===== config.mk =====
export PLATFORM = sky130hd
export DESIGN_NAME = backprop_accum
export DESIGN_NICKNAME = d
export VERILOG_FILES = /design/src/rtl/backprop_accum.sv
export SDC_FILE = /design/constraint.sdc
export NUM_CORES = 1
export LEC_CHECK = 0
export ABC_CLOCK_PERIOD_IN_PS = 14500
export CAP_MARGIN = 20
export CORE_MARGIN = 3
export CORE_UTILIZATION = 50
export CTS_BUF_LIST = sky130_fd_sc_hd__clkbuf_8
export DETAILED_ROUTE_END_ITERATION = 8
export GPL_TIMING_DRIVEN = 0
export PLACE_DENSITY = 0.74
export RECOVER_POWER = 50
export SLEW_MARGIN = 5
export SYNTH_ARGS = -nofsm -noshare
export SYNTH_HDL_FRONTEND = slang
export SYNTH_HIERARCHICAL = 1
export SYNTH_SLANG_ARGS = --single-unit

===== constraint.sdc =====
create_clock -name iCLK -period 14.5 [get_ports iCLK]
set_input_delay 2.175 -clock iCLK [delete_from_list [all_inputs] [get_ports iCLK]]
set_output_delay 2.175 -clock iCLK [all_outputs]
set_load 0.02 [all_outputs]

===== src/rtl/backprop_accum.sv =====
// Back-propagation accumulator: joins one delta vector with its weight matrix and
// produces S[p] = sum_c sat(delta[c]*w[p][c]) for all parents, one child per cycle.

module backprop_accum_mac #(
    parameter int WV = 4,
    parameter int WO = 7
) (
    input  logic [WV-1:0] delta_i,
    input  logic [WV-1:0] w_i,
    output logic [WO-1:0] term_o
);
    localparam logic signed [2*WV-1:0] MAXV = {{(WV+1){1'b0}}, {(WV-1){1'b1}}};

    logic signed [2*WV-1:0] d_x, w_x, prod, scaled;
    logic        [WV-1:0]   sat;

    always_comb begin
        d_x    = (2*WV)'($signed(delta_i));
        w_x    = (2*WV)'($signed(w_i));
        prod   = d_x * w_x;
        // Q1.x * Q1.x -> Q2.x; only (-1)*(-1) exceeds the representable range
        scaled = prod >>> (WV-1);
        if (scaled > MAXV) sat = MAXV[WV-1:0];
        else               sat = scaled[WV-1:0];
        term_o = WO'($signed(sat));
    end
endmodule

module backprop_accum #(
    parameter int NP = 5,
    parameter int NC = 6,
    parameter int WV = 4,
    localparam int WO = $clog2(NC) + WV
) (
    input  logic                 iCLK,
    input  logic                 iRST,
    input  logic                 iValid_AM_Delta,
    output logic                 oReady_AM_Delta,
    input  logic [NC*WV-1:0]     iData_AM_Delta,
    input  logic                 iValid_AM_Weight,
    output logic                 oReady_AM_Weight,
    input  logic [NP*NC*WV-1:0]  iData_AM_Weight,
    output logic                 oValid_BM_Accum,
    input  logic                 iReady_BM_Accum,
    output logic [NP*WO-1:0]     oData_BM_Accum
);
    localparam int CW = (NC > 1) ? $clog2(NC) : 1;

    typedef enum logic [1:0] {IDLE, CALC, OUT} state_t;

    state_t                 state_q, state_d;
    logic [NC*WV-1:0]       delta_q;
    logic [NP*NC*WV-1:0]    w_q;
    logic [CW-1:0]          cnt_q;
    logic [NP-1:0][WO-1:0]  acc_q;
    logic [NP-1:0][WO-1:0]  term, term_q;
    logic                   term_vld_q;
    logic                   valid_q;
    logic                   accept;
    logic                   cnt_last;

    assign cnt_last        = (cnt_q == CW'(NC-1));
    assign oValid_BM_Accum = valid_q;
    assign oData_BM_Accum  = acc_q;

    genvar p;
    generate
        for (p = 0; p < NP; p++) begin : g_lane
            logic [WV-1:0] w_sel;
            assign w_sel = w_q[(p*NC + int'(cnt_q))*WV +: WV];
            backprop_accum_mac #(.WV(WV), .WO(WO)) u_mac (
                .delta_i (delta_q[int'(cnt_q)*WV +: WV]),
                .w_i     (w_sel),
                .term_o  (term[p])
            );
        end
    endgenerate

    always_ff @(posedge iCLK) begin
        if (iRST) state_q <= IDLE;
        else      state_q <= state_d;
    end

    always_comb begin
        state_d          = state_q;
        oReady_AM_Delta  = 1'b0;
        oReady_AM_Weight = 1'b0;
        accept           = 1'b0;
        case (state_q)
            IDLE: begin
                // join: each side is ready only when the other side is valid
                oReady_AM_Delta  = iValid_AM_Weight & ~iRST;
                oReady_AM_Weight = iValid_AM_Delta & ~iRST;
                if (iValid_AM_Delta && iValid_AM_Weight) begin
                    accept  = 1'b1;
                    state_d = CALC;
                end
            end
            CALC: if (cnt_last) state_d = OUT;
            OUT:  if (valid_q && iReady_BM_Accum) state_d = IDLE;
            default: state_d = IDLE;
        endcase
    end

    // Terms are registered one stage before the add, so the sum is complete
    // one cycle after the FSM reaches OUT; valid_q tracks that extra stage.
    always_ff @(posedge iCLK) begin
        if (iRST) begin
            delta_q    <= '0;
            w_q        <= '0;
            cnt_q      <= '0;
            acc_q      <= '0;
            term_q     <= '0;
            term_vld_q <= 1'b0;
            valid_q    <= 1'b0;
        end else begin
            valid_q <= (state_q == OUT) && !(valid_q && iReady_BM_Accum);
            if (accept) begin
                delta_q    <= iData_AM_Delta;
                w_q        <= iData_AM_Weight;
                cnt_q      <= '0;
                acc_q      <= '0;
                term_vld_q <= 1'b0;
            end else begin
                term_vld_q <= (state_q == CALC);
                if (state_q == CALC) begin
                    term_q <= term;
                    cnt_q  <= cnt_last ? '0 : cnt_q + CW'(1);
                end
                if (term_vld_q) begin
                    for (int i = 0; i < NP; i++) acc_q[i] <= acc_q[i] + term_q[i];
                end
            end
        end
    end
endmodule


# After elaboration in Yosys (flattened, before gate mapping)

Index checks and enable logic that the tools add are counted.

Output and inout port bits: 38
Register bits: 206
Input bits: 149
Word-level logic and storage cells: 74

Add/sub/neg operators: 10
Shifts and indexed selects: 6
Reductions and logical operators: 8
Order comparisons: 5
Bitwise operators: 4
Multipliers: 5
Equal/unequal tests: 6
Mux-type cells: 14

Operator list:

| operator                                                      | count |
|---|---|
| indexed part select 120 x 9 -> 4 bit                          | 2 |
| indexed part select 120 x 6 -> 4 bit                          | 1 |
| indexed part select 120 x 7 -> 4 bit                          | 1 |
| indexed part select 120 x 8 -> 4 bit                          | 1 |
| multiplier 4 x 4 -> 8 bit                                     | 5 |
| adder 7 bit                                                   | 5 |
| greater-than comparator 5 x 4 -> 1 bit, second input constant | 5 |
| indexed part select 24 x 6 -> 4 bit                           | 1 |
| 2-to-1 mux 4 bit                                              | 5 |
| adder 5 x 3 -> 6 bit, first input constant                    | 2 |
| 2-to-1 mux 2 bit                                              | 3 |
| != test 2 bit, second input constant                          | 3 |
| case mux 2 bit (3 select lines)                               | 1 |
| adder 4 x 3 -> 5 bit, first input constant                    | 1 |
| adder 3 x 3 -> 4 bit, first input constant                    | 1 |
| 2-to-1 mux 1 bit                                              | 4 |
| adder 3 x 1 -> 3 bit, second input constant                   | 1 |
| equality test 3 bit, second input constant                    | 1 |
| logical AND 1 bit                                             | 3 |
| 2-to-1 mux 3 bit                                              | 1 |
| AND reduction 3 bit                                           | 1 |
| AND 1 bit                                                     | 2 |
| equality test 2 x 1 -> 1 bit, second input constant           | 1 |
| equality test 2 bit, second input constant                    | 1 |
| other kinds (5)                                               | 6 |

# Depth between registers and ports, before layout

Gate-level depths: netlist of the first run.

Depth after elaboration: 5
Depth in mapped cells: 20

# Modules after synthesis

Netlist of the first run, hierarchy kept.

By module, submodules not included:

| module             | area an instance (um2) | seq. area each (um2) | instances | cells an instance |
|---|---|---|---|---|
| backprop_accum     | 10,348.7               | 4,424.2              | 1         | 1,222 |
| backprop_accum_mac | 576.8                  | 0.0                  | 5         | 56 |

# Worst setup path after synthesis of the first run

Ideal clock, no wire load.

Path type: reg-to-reg
Start point: register cnt_q[0]
End point: register, netlist name term_q[34]
Path slack: 9.334 ns
Cell stages (with the launch flop): 20
Library setup time: 0.070 ns
Arrival time: 5.096 ns
Path buffers: 4
Clock period less this slack: 5.166 ns
Cells stage by stage: dfxtp_1 > buf_2 > buf_2 > buf_2 > mux2i_1 > o22ai_1 > nand2_1 > fa_1 > fa_1 > inv_1 > fa_1 > ha_1 > fa_1 > a21o_1 > a21oi_1 > xnor2_2 > and2_1 > buf_4 > nand2_1 > a21oi_1

RTL lines:

| what                     | RTL line | source |
|---|---|---|
| start: declaration       | 54       | `logic [CW-1:0] cnt_q;` |
| start signal: assignment | 128      | `cnt_q <= cnt_last ? '0 : cnt_q + CW'(1);` |

# Worst setup path in the final report of the first run

Start point: input iRST
End point: output oReady_AM_Weight

Cells in the longest elaborated chain, start to end: 3

Ends and longest elaborated chain:

| what               | RTL line | source |
|---|---|---|
| start: declaration | 36       | `input logic iRST,` |
| NOT 1 bit          | 93       | `oReady_AM_Weight = iValid_AM_Delta & ~iRST;` |
| AND 1 bit          | 93       |  |
| 2-to-1 mux 1 bit   | 89       | `case (state_q)` |
| end: declaration   | 41       | `output logic oReady_AM_Weight,` |

No other way between the ends.

==> results_tabular.tex, run 1 <==
\begin{tabular}{lr}
\hline
Metric & Value \\
\hline
\multicolumn{2}{l}{\textbf{Yosys}} \\
Commonest register cell after synthesis & dfxtp\_1 \\
Sequential cell area fraction in the yosys report & 0.334 \\
Number of warning messages in the yosys log & 6 \\
Average cell area after synthesis & 8.81 um2 \\
Post-synth top area share & 0.334 \\
Yosys top cell by area & dfxtp\_1 \\
Number of synthesized flops with an enable pin & 0 \\
Post-synthesis cell area & 0.0132 mm2 \\
Count of cell types in the netlist & 47 \\
Count of mapped cells out of synthesis & 1502 \\
Post-Synthesis Net Count & 1781 \\
Flip-flop and latch count after synthesis & 221 \\
Asr flop ratio synth & 0 \\
Cell types with the largest area share after synthesis & dfxtp\_1 (33\%), nand2\_1 (11\%), a21oi\_1 (7.8\%) \\
\multicolumn{2}{l}{\textbf{Flow run}} \\
Max-capacitance violation count & 0 \\
\multicolumn{2}{l}{\textbf{Clock network}} \\
H-tree depth & 2 \\
Root buffer cell & clkbuf\_8 \\
Hold buffer count at cts & 0 \\
Number of buffers between clock root and the deepest sink & 3 \\
Number of buffers added by the clock tree synthesis step & 40 \\
Register clock-pin slew on the reported worst setup and hold paths & 60 ps \\
Skew-Pair Late Insertion Delay & 560 ps \\
TritonCTS clock tree & yes \\
Number of sinks on the clock net & 221 \\
Total setup buffers inserted after CTS & 0 \\
Gates resized, CTS repair & 0 \\
\multicolumn{2}{l}{\textbf{Timing}} \\
RSZ-0062 raised after global routing & no \\
Slew Viols, Final & 0 \\
Post-layout minimum cycle time & 6070 ps \\
Number of endpoints with negative hold slack in the final report & 0 \\
Post-route setup slack & 8430 ps \\
Clock skew & 44.2 ps \\
Maximum operating frequency & 165 MHz \\
Final worst-path cycle share & 0.419 \\
Transition time at the pin with the least slew margin & 888 ps \\
Count of endpoints failing setup in the final report & 0 \\
Rel. slew slack & 0.408 \\
Final total negative setup slack & 0 ps \\
Final hold slack & 451 ps \\
\multicolumn{2}{l}{\textbf{Die}} \\
Count of pins on the block boundary & 187 \\
Number of cell rows & 58 \\
Area enclosed by the die boundary & 0.0285 mm2 \\
Total core area & 0.0256 mm2 \\
Initial standard-cell utilization of the core & 0.517 \\
Die height & 169 um \\
Die W & 169 um \\
\multicolumn{2}{l}{\textbf{Route}} \\
Amount of wire on met3 after detailed routing & 2480 um \\
Final antenna-violating net count & 0 \\
Post-DR wirelength/cell & 16.8 um \\
Number of search-and-repair iterations in the first detailed-routing pass & 6 \\
Residual DRC count & 0 \\
Vias after detailed routing & 11500 \\
Count of routing violations after the opening detailed-route iteration & 677 \\
Met2 routed WL & 16600 um \\
Via density per instance & 5.52 \\
Wire length the detailed router placed on met1 & 15200 um \\
Highest routed layer & met4 \\
Total length of routed wires & 35200 um \\
\multicolumn{2}{l}{\textbf{GRT}} \\
Wire length of the first global-routing pass & 56500 um \\
Antenna violations before repair & 0 \\
Vias in the first global route & 11400 \\
Pin count of the biggest net entering global routing & 16 \\
Congestion Overflow GR & 0 \\
All-Layer GR Usage & 0.246 \\
\multicolumn{2}{l}{\textbf{Worst setup path}} \\
CP Capture Type & output port \\
Cell family contributing the most delay on the critical path & buffers and inverters \\
Worst setup path startpoint & iRST \\
CP Capture Point & oReady\_AM\_Weight \\
Number of cells on the critical path & 5 \\
Most repeated library cell on the critical path & clkbuf\_1 \\
R2R cell count & 19 \\
Worst setup path class & in2out \\
Minimum setup slack among reg-to-reg paths & 8640 ps \\
Startpoint of the worst-slack reg-to-reg timing path & cnt\_q[1] \\
Longest individual stage delay on the worst path & 530 ps \\
Cell type of the slowest stage on the worst timing path & clkdlybuf4s50\_1 \\
Largest fanout on the critical path & 10 \\
Worst setup SP type & input pin \\
Data required time at the worst endpoint & 12320 ps \\
FF-to-FF End & term\_q[18] \\
Ordered list of cells on the worst path & clkbuf\_1 > clkbuf\_1 > nor3\_1 > and2\_1 > clkdlybuf4s50\_1 \\
Worst path arrival time & 3890 ps \\
Buffers plus inverters on the worst setup path & 3 \\
\multicolumn{2}{l}{\textbf{Finish}} \\
Commonest cells after routing, fill and taps aside & nand2\_1 (396), dfxtp\_1 (221), a21oi\_1 (207) \\
Net count of the finished layout & 2012 \\
Most common cell after layout, fill and taps aside & nand2\_1 \\
Layout cell share with drive strength beyond 1 & 0.102 \\
Area growth, synth to finish & 23.6\% \\
End-of-flow core utilization & 0.638 \\
Antenna diode instance count & 0 \\
\multicolumn{2}{l}{\textbf{Hold path}} \\
Launch point of the worst hold path & w\_q[18] \\
Hold path depth & 2 \\
Class of the worst hold path & reg2reg \\
\multicolumn{2}{l}{\textbf{Placement}} \\
Worst setup slack before clock tree synthesis & 8470 ps \\
Final HPWL DP & 27500 um \\
Number of I/O port buffers & 185 \\
Final weighted congestion in routability-driven placement & 0.902 \\
\multicolumn{2}{l}{\textbf{Pwr}} \\
Cell area power density & 89.7 mW/mm2 \\
Static leakage power & 6.78 nW \\
Worst supply voltage drop on vdd & 0.0598 mV \\
\multicolumn{2}{l}{\textbf{Status}} \\
Outcome & finished, final reports clean \\
\hline
\end{tabular}
==> cells in the mapped netlist, drive strengths merged (7+ instances only) <==
cell,instances
nand2,396
dfxtp,221
a21oi,207
ha,80
clkbuf,56
fa,50
buf,49
inv,48
mux4,40
and2,37
nor2b,30
nor2,27
xnor2,27
mux2,21
mux2i,20
o21ai,19
a21o,15
o21a,15
nand2b,12
o22ai,12
or2,12
a211oi,10
o21bai,10
xor2,10
nand3,7
o2111ai,7
==> worst reg2reg max path, stage by stage (launching register included) <==
cell,delay (ps)
dfxtp_1,310
clkbuf_1,360
clkbuf_1,540
clkbuf_1,530
o22ai_1,290
buf_4,240
nand2b_1,180
fa_1,520
fa_1,510
inv_1,50
fa_1,450
ha_1,240
fa_1,410
a21o_1,200
a21oi_1,230
xnor2_2,170
and2_1,250
buf_4,130
nand2_1,40
a21oi_1,120
==> routing by layer <==
metal	track usage	vias up
met4	0.0758	0
met5	0	-
met2	0.411	451
met1	0.331	5434
li1	-	5588
met3	0.0353	71
==> sequential cells by signal (all words and copies together) (netlist names) <==
name             flops
cnt_q                3
delta_q             24
oData_BM_Accum      35
oValid_BM_Accum      1
state_q              2
term_q              35
term_vld_q           1
w_q                120
==> power by group <==
part / switching (mW) / internal [mW] / leakage, nW
Combinational: 0.110 / 0.100 / 4.50
Clock: 0.263 / 0.348 / 0.477
Sequential: 0.0139 / 0.630 / 1.80
Total: 0.387 / 1.08 / 6.78
==> layout make-up <==
type / instances / area, um2
fillers: 2180 / 9270
flip-flops and latches: 221 / 4420
well taps: 330 / 413
inverters: 49 / 184
plain buffers: 105 / 468
clock inverters: 20 / 155
clock buffers: 50 / 688
repair buffers: 189 / 1880
multi-input cells: 1127 / 8140
==> kinds of logic after synthesis <==
logic type                 Yosys count  synth area share
and+or+nand+nor                    564             0.190
AOI/OAI and AO/OA                  310             0.134
DFF                                221             0.334
buffers and inverters              154            0.0509
adders and majority gates          130             0.151
muxes                               81             0.101
xor gates and xnor gates            42            0.0391
==> how the worst min path moves through the flow <==
stage	end	slack, ps
5_1_grt	delta_q[11]	470
2_1_floorplan	delta_q[16]	430
3_3_place_gp	w_q[91]	440
4_1_cts	delta_q[19]	450
6_report	w_q[18]	450
3_5_place_dp	delta_q[19]	450
==> per-stage QoR <==
| step | cell area (um2) | std cells | power [mW] |
|---|---|---|---|
| after floorplan | 13200 | 1502 | 0.777 |
| after global placement | 15500 | 2017 | 0.860 |
| after detailed placement | 15500 | 2019 | 0.866 |
| after CTS | 16400 | 2089 | 1.47 |
| after global routing | 16300 | 2091 | 1.52 |
| final | 16300 | 2091 | 1.47 |
Power figures use the tool's default switching activity.
==> inputs of run 2 (changes only) <==
- ABC_CLOCK_PERIOD_IN_PS: 14500 -> 5000
- PLACE_DENSITY: 0.74 -> 0.77
- clock period: 14.5 -> 5 ns (I/O delays scaled with it)
==> run 2 against run 1 <==
- first-iteration DRC count up 15%
- combinational power increased to 3.1 times the previous value
- clock power rose to 2.7 times the previous value
- sequential power rose to 2.9 times the previous value
- critical path type is now reg2reg
- largest power group unchanged
==> results_tabular.tex, run 2 (same netlist as run 1, synthesis figures left out) <==
\begin{tabular}{lr}
\hline
Metric & Value \\
\hline
\multicolumn{2}{l}{\textbf{Status}} \\
Outcome & finished, final reports clean \\
\multicolumn{2}{l}{\textbf{Die}} \\
Number of cell rows & 58 \\
Die height & 169 um \\
Area enclosed by the die boundary & 0.0285 mm2 \\
Count of pins on the block boundary & 187 \\
Initial standard-cell utilization of the core & 0.517 \\
Die W & 169 um \\
Total core area & 0.0256 mm2 \\
\multicolumn{2}{l}{\textbf{Timing}} \\
Post-layout minimum cycle time & 4850 ps \\
Slew Viols, Final & 0 \\
Rel. slew slack & 0.361 \\
Number of endpoints with negative hold slack in the final report & 0 \\
Transition time at the pin with the least slew margin & 959 ps \\
Final hold slack & 452 ps \\
Maximum operating frequency & 206 MHz \\
RSZ-0062 raised after global routing & yes \\
Final worst-path cycle share & 0.970 \\
Post-route setup slack & 150 ps \\
Clock skew & 24.8 ps \\
Count of endpoints failing setup in the final report & 0 \\
\multicolumn{2}{l}{\textbf{Pwr}} \\
Pint & 3.04 mW \\
Relative contribution of sequential cells to total power & 0.447 \\
Combinational power share & 0.155 \\
Switching share of power & 0.273 \\
Switching pwr & 1.14 mW \\
Cell area power density & 252 mW/mm2 \\
Worst supply voltage drop on vdd & 0.185 mV \\
Static leakage power & 6.81 nW \\
Share of total power in the clock network & 0.398 \\
\multicolumn{2}{l}{\textbf{GRT}} \\
Wire length of the first global-routing pass & 58200 um \\
Vias in the first global route & 11600 \\
All-Layer GR Usage & 0.251 \\
Congestion Overflow GR & 0 \\
Antenna violations before repair & 0 \\
Pin count of the biggest net entering global routing & 16 \\
\multicolumn{2}{l}{\textbf{Route}} \\
Post-DR wirelength/cell & 17.5 um \\
Number of search-and-repair iterations in the first detailed-routing pass & 5 \\
Total length of routed wires & 36500 um \\
Count of routing violations after the opening detailed-route iteration & 781 \\
Final antenna-violating net count & 0 \\
Residual DRC count & 0 \\
Via density per instance & 5.58 \\
Vias after detailed routing & 11700 \\
\multicolumn{2}{l}{\textbf{Worst setup path}} \\
Number of cells on the critical path & 19 \\
R2R cell count & 19 \\
Largest fanout on the critical path & 10 \\
Cell type of the slowest stage on the worst timing path & mux4\_2 \\
Worst setup SP type & flip-flop \\
Buffers plus inverters on the worst setup path & 5 \\
Worst setup path class & reg2reg \\
Ordered list of cells on the worst path & buf\_6 > buf\_12 > mux4\_2 > inv\_4 > o22ai\_4 > nand2b\_4 > fa\_1 > fa\_1 > inv\_1 > fa\_1 > ha\_1 > fa\_2 > a21o\_1 > a21oi\_2 > xnor2\_2 > and2\_4 > buf\_4 > nand2\_1 > a21oi\_2 \\
Cell family contributing the most delay on the critical path & adder cells \\
Longest individual stage delay on the worst path & 530 ps \\
Data required time at the worst endpoint & 5480 ps \\
Worst path arrival time & 5330 ps \\
Most repeated library cell on the critical path & fa\_1 \\
CP Capture Type & flip-flop \\
\multicolumn{2}{l}{\textbf{Clock network}} \\
Register clock-pin slew on the reported worst setup and hold paths & 70 ps \\
TritonCTS clock tree & yes \\
Number of buffers between clock root and the deepest sink & 3 \\
Hold buffer count at cts & 0 \\
H-tree depth & 2 \\
Root buffer cell & clkbuf\_8 \\
Skew-Pair Late Insertion Delay & 550 ps \\
Number of sinks on the clock net & 221 \\
Number of buffers added by the clock tree synthesis step & 37 \\
\multicolumn{2}{l}{\textbf{Finish}} \\
Final cell count without fillers & 2090 \\
Commonest cells after routing, fill and taps aside & nand2\_1 (396), dfxtp\_1 (220), a21oi\_1 (199) \\
Number of filler cells placed in the layout & 2126 \\
Flip-flop count of the largest register, all copies and words added & 120 \\
Design area & 0.0166 mm2 \\
Most flop-heavy register & w\_q \\
Most common cell after layout, fill and taps aside & nand2\_1 \\
Antenna diode instance count & 0 \\
Layout cell share with drive strength beyond 1 & 0.126 \\
Area growth, synth to finish & 25.5\% \\
End-of-flow core utilization & 0.648 \\
Net count of the finished layout & 2014 \\
\multicolumn{2}{l}{\textbf{Hold path}} \\
Class of the worst hold path & reg2reg \\
Hold path depth & 2 \\
\multicolumn{2}{l}{\textbf{Placement}} \\
Area after detailed placement & 0.0155 mm2 \\
Number of cells in the design after placement & 2018 \\
Final weighted congestion in routability-driven placement & 0.878 \\
Number of I/O port buffers & 185 \\
Final HPWL DP & 27400 um \\
Worst setup slack before clock tree synthesis & -950 ps \\
\multicolumn{2}{l}{\textbf{Flow run}} \\
Max-capacitance violation count & 0 \\
\hline
\end{tabular}
## run 2: timing repair
item	in CTS	in global routing
buffers inserted	1	6
setup endpoints to repair	35	35
resized for setup	42	34
cloned	1	2
endpoints found under the hold margin	0	0
pin swaps	1	9
## run 2: final timing paths
kind                            startpoint    endpoint  slack [ps]
worst max register to register    cnt_q[0]  term_q[25]         150
worst min-delay path               w_q[85]     w_q[85]         450
worst max-delay path              cnt_q[0]  term_q[25]         150
worst min register to register     w_q[85]     w_q[85]         450
## run 2: layout make-up
cell class              instances  area (um2)  share of cell area
well taps                     330         413              0.0249
multi-input cells            1130        8360               0.504
plain buffers                 103         552              0.0332
inverters                      49         186              0.0112
clock buffers                  47         647              0.0390
clock inverters                17         108             0.00648
flip-flops and latches        221        4430               0.267
repair buffers                193        1910               0.115
## run 2: layer usage
| layer | vias to the layer above | GRT usage | wire [um] |
|---|---|---|---|
| met4 | 0 | 0.0658 | 937 |
| met3 | 74 | 0.0467 | 2660 |
| met5 | - | 0 | 0 |
| met2 | 464 | 0.423 | 17400 |
| li1 | 5595 | - | - |
| met1 | 5534 | 0.336 | 15600 |
## run 2: worst register-to-register path, delay by kind of cell (launching register included)
kind,cells,cell delay (ps)
simple gates,3,460
compound gates,4,630
fa+ha+maj,5,2120
buf+inv,5,570
xor+xnor,1,160
flops,1,330
mux,1,530
## run 2: power by group through the flow
stage	logic [mW]	clock network, mW	registers (mW)
after detailed placement	0.609	0	1.90
final	0.650	1.66	1.87
after global routing	0.712	1.75	1.87
after floorplan	0.364	0	1.89
after CTS	0.630	1.68	1.87
after global placement	0.593	0	1.90
## run 2: stage by stage
stage                     TNS, ps  power (mW)
final                           0        4.18
after global routing        -82.5        4.33
after CTS                       0        4.18
after detailed placement   -27760        2.51
after global placement     -26080        2.49
after floorplan                 0        2.25
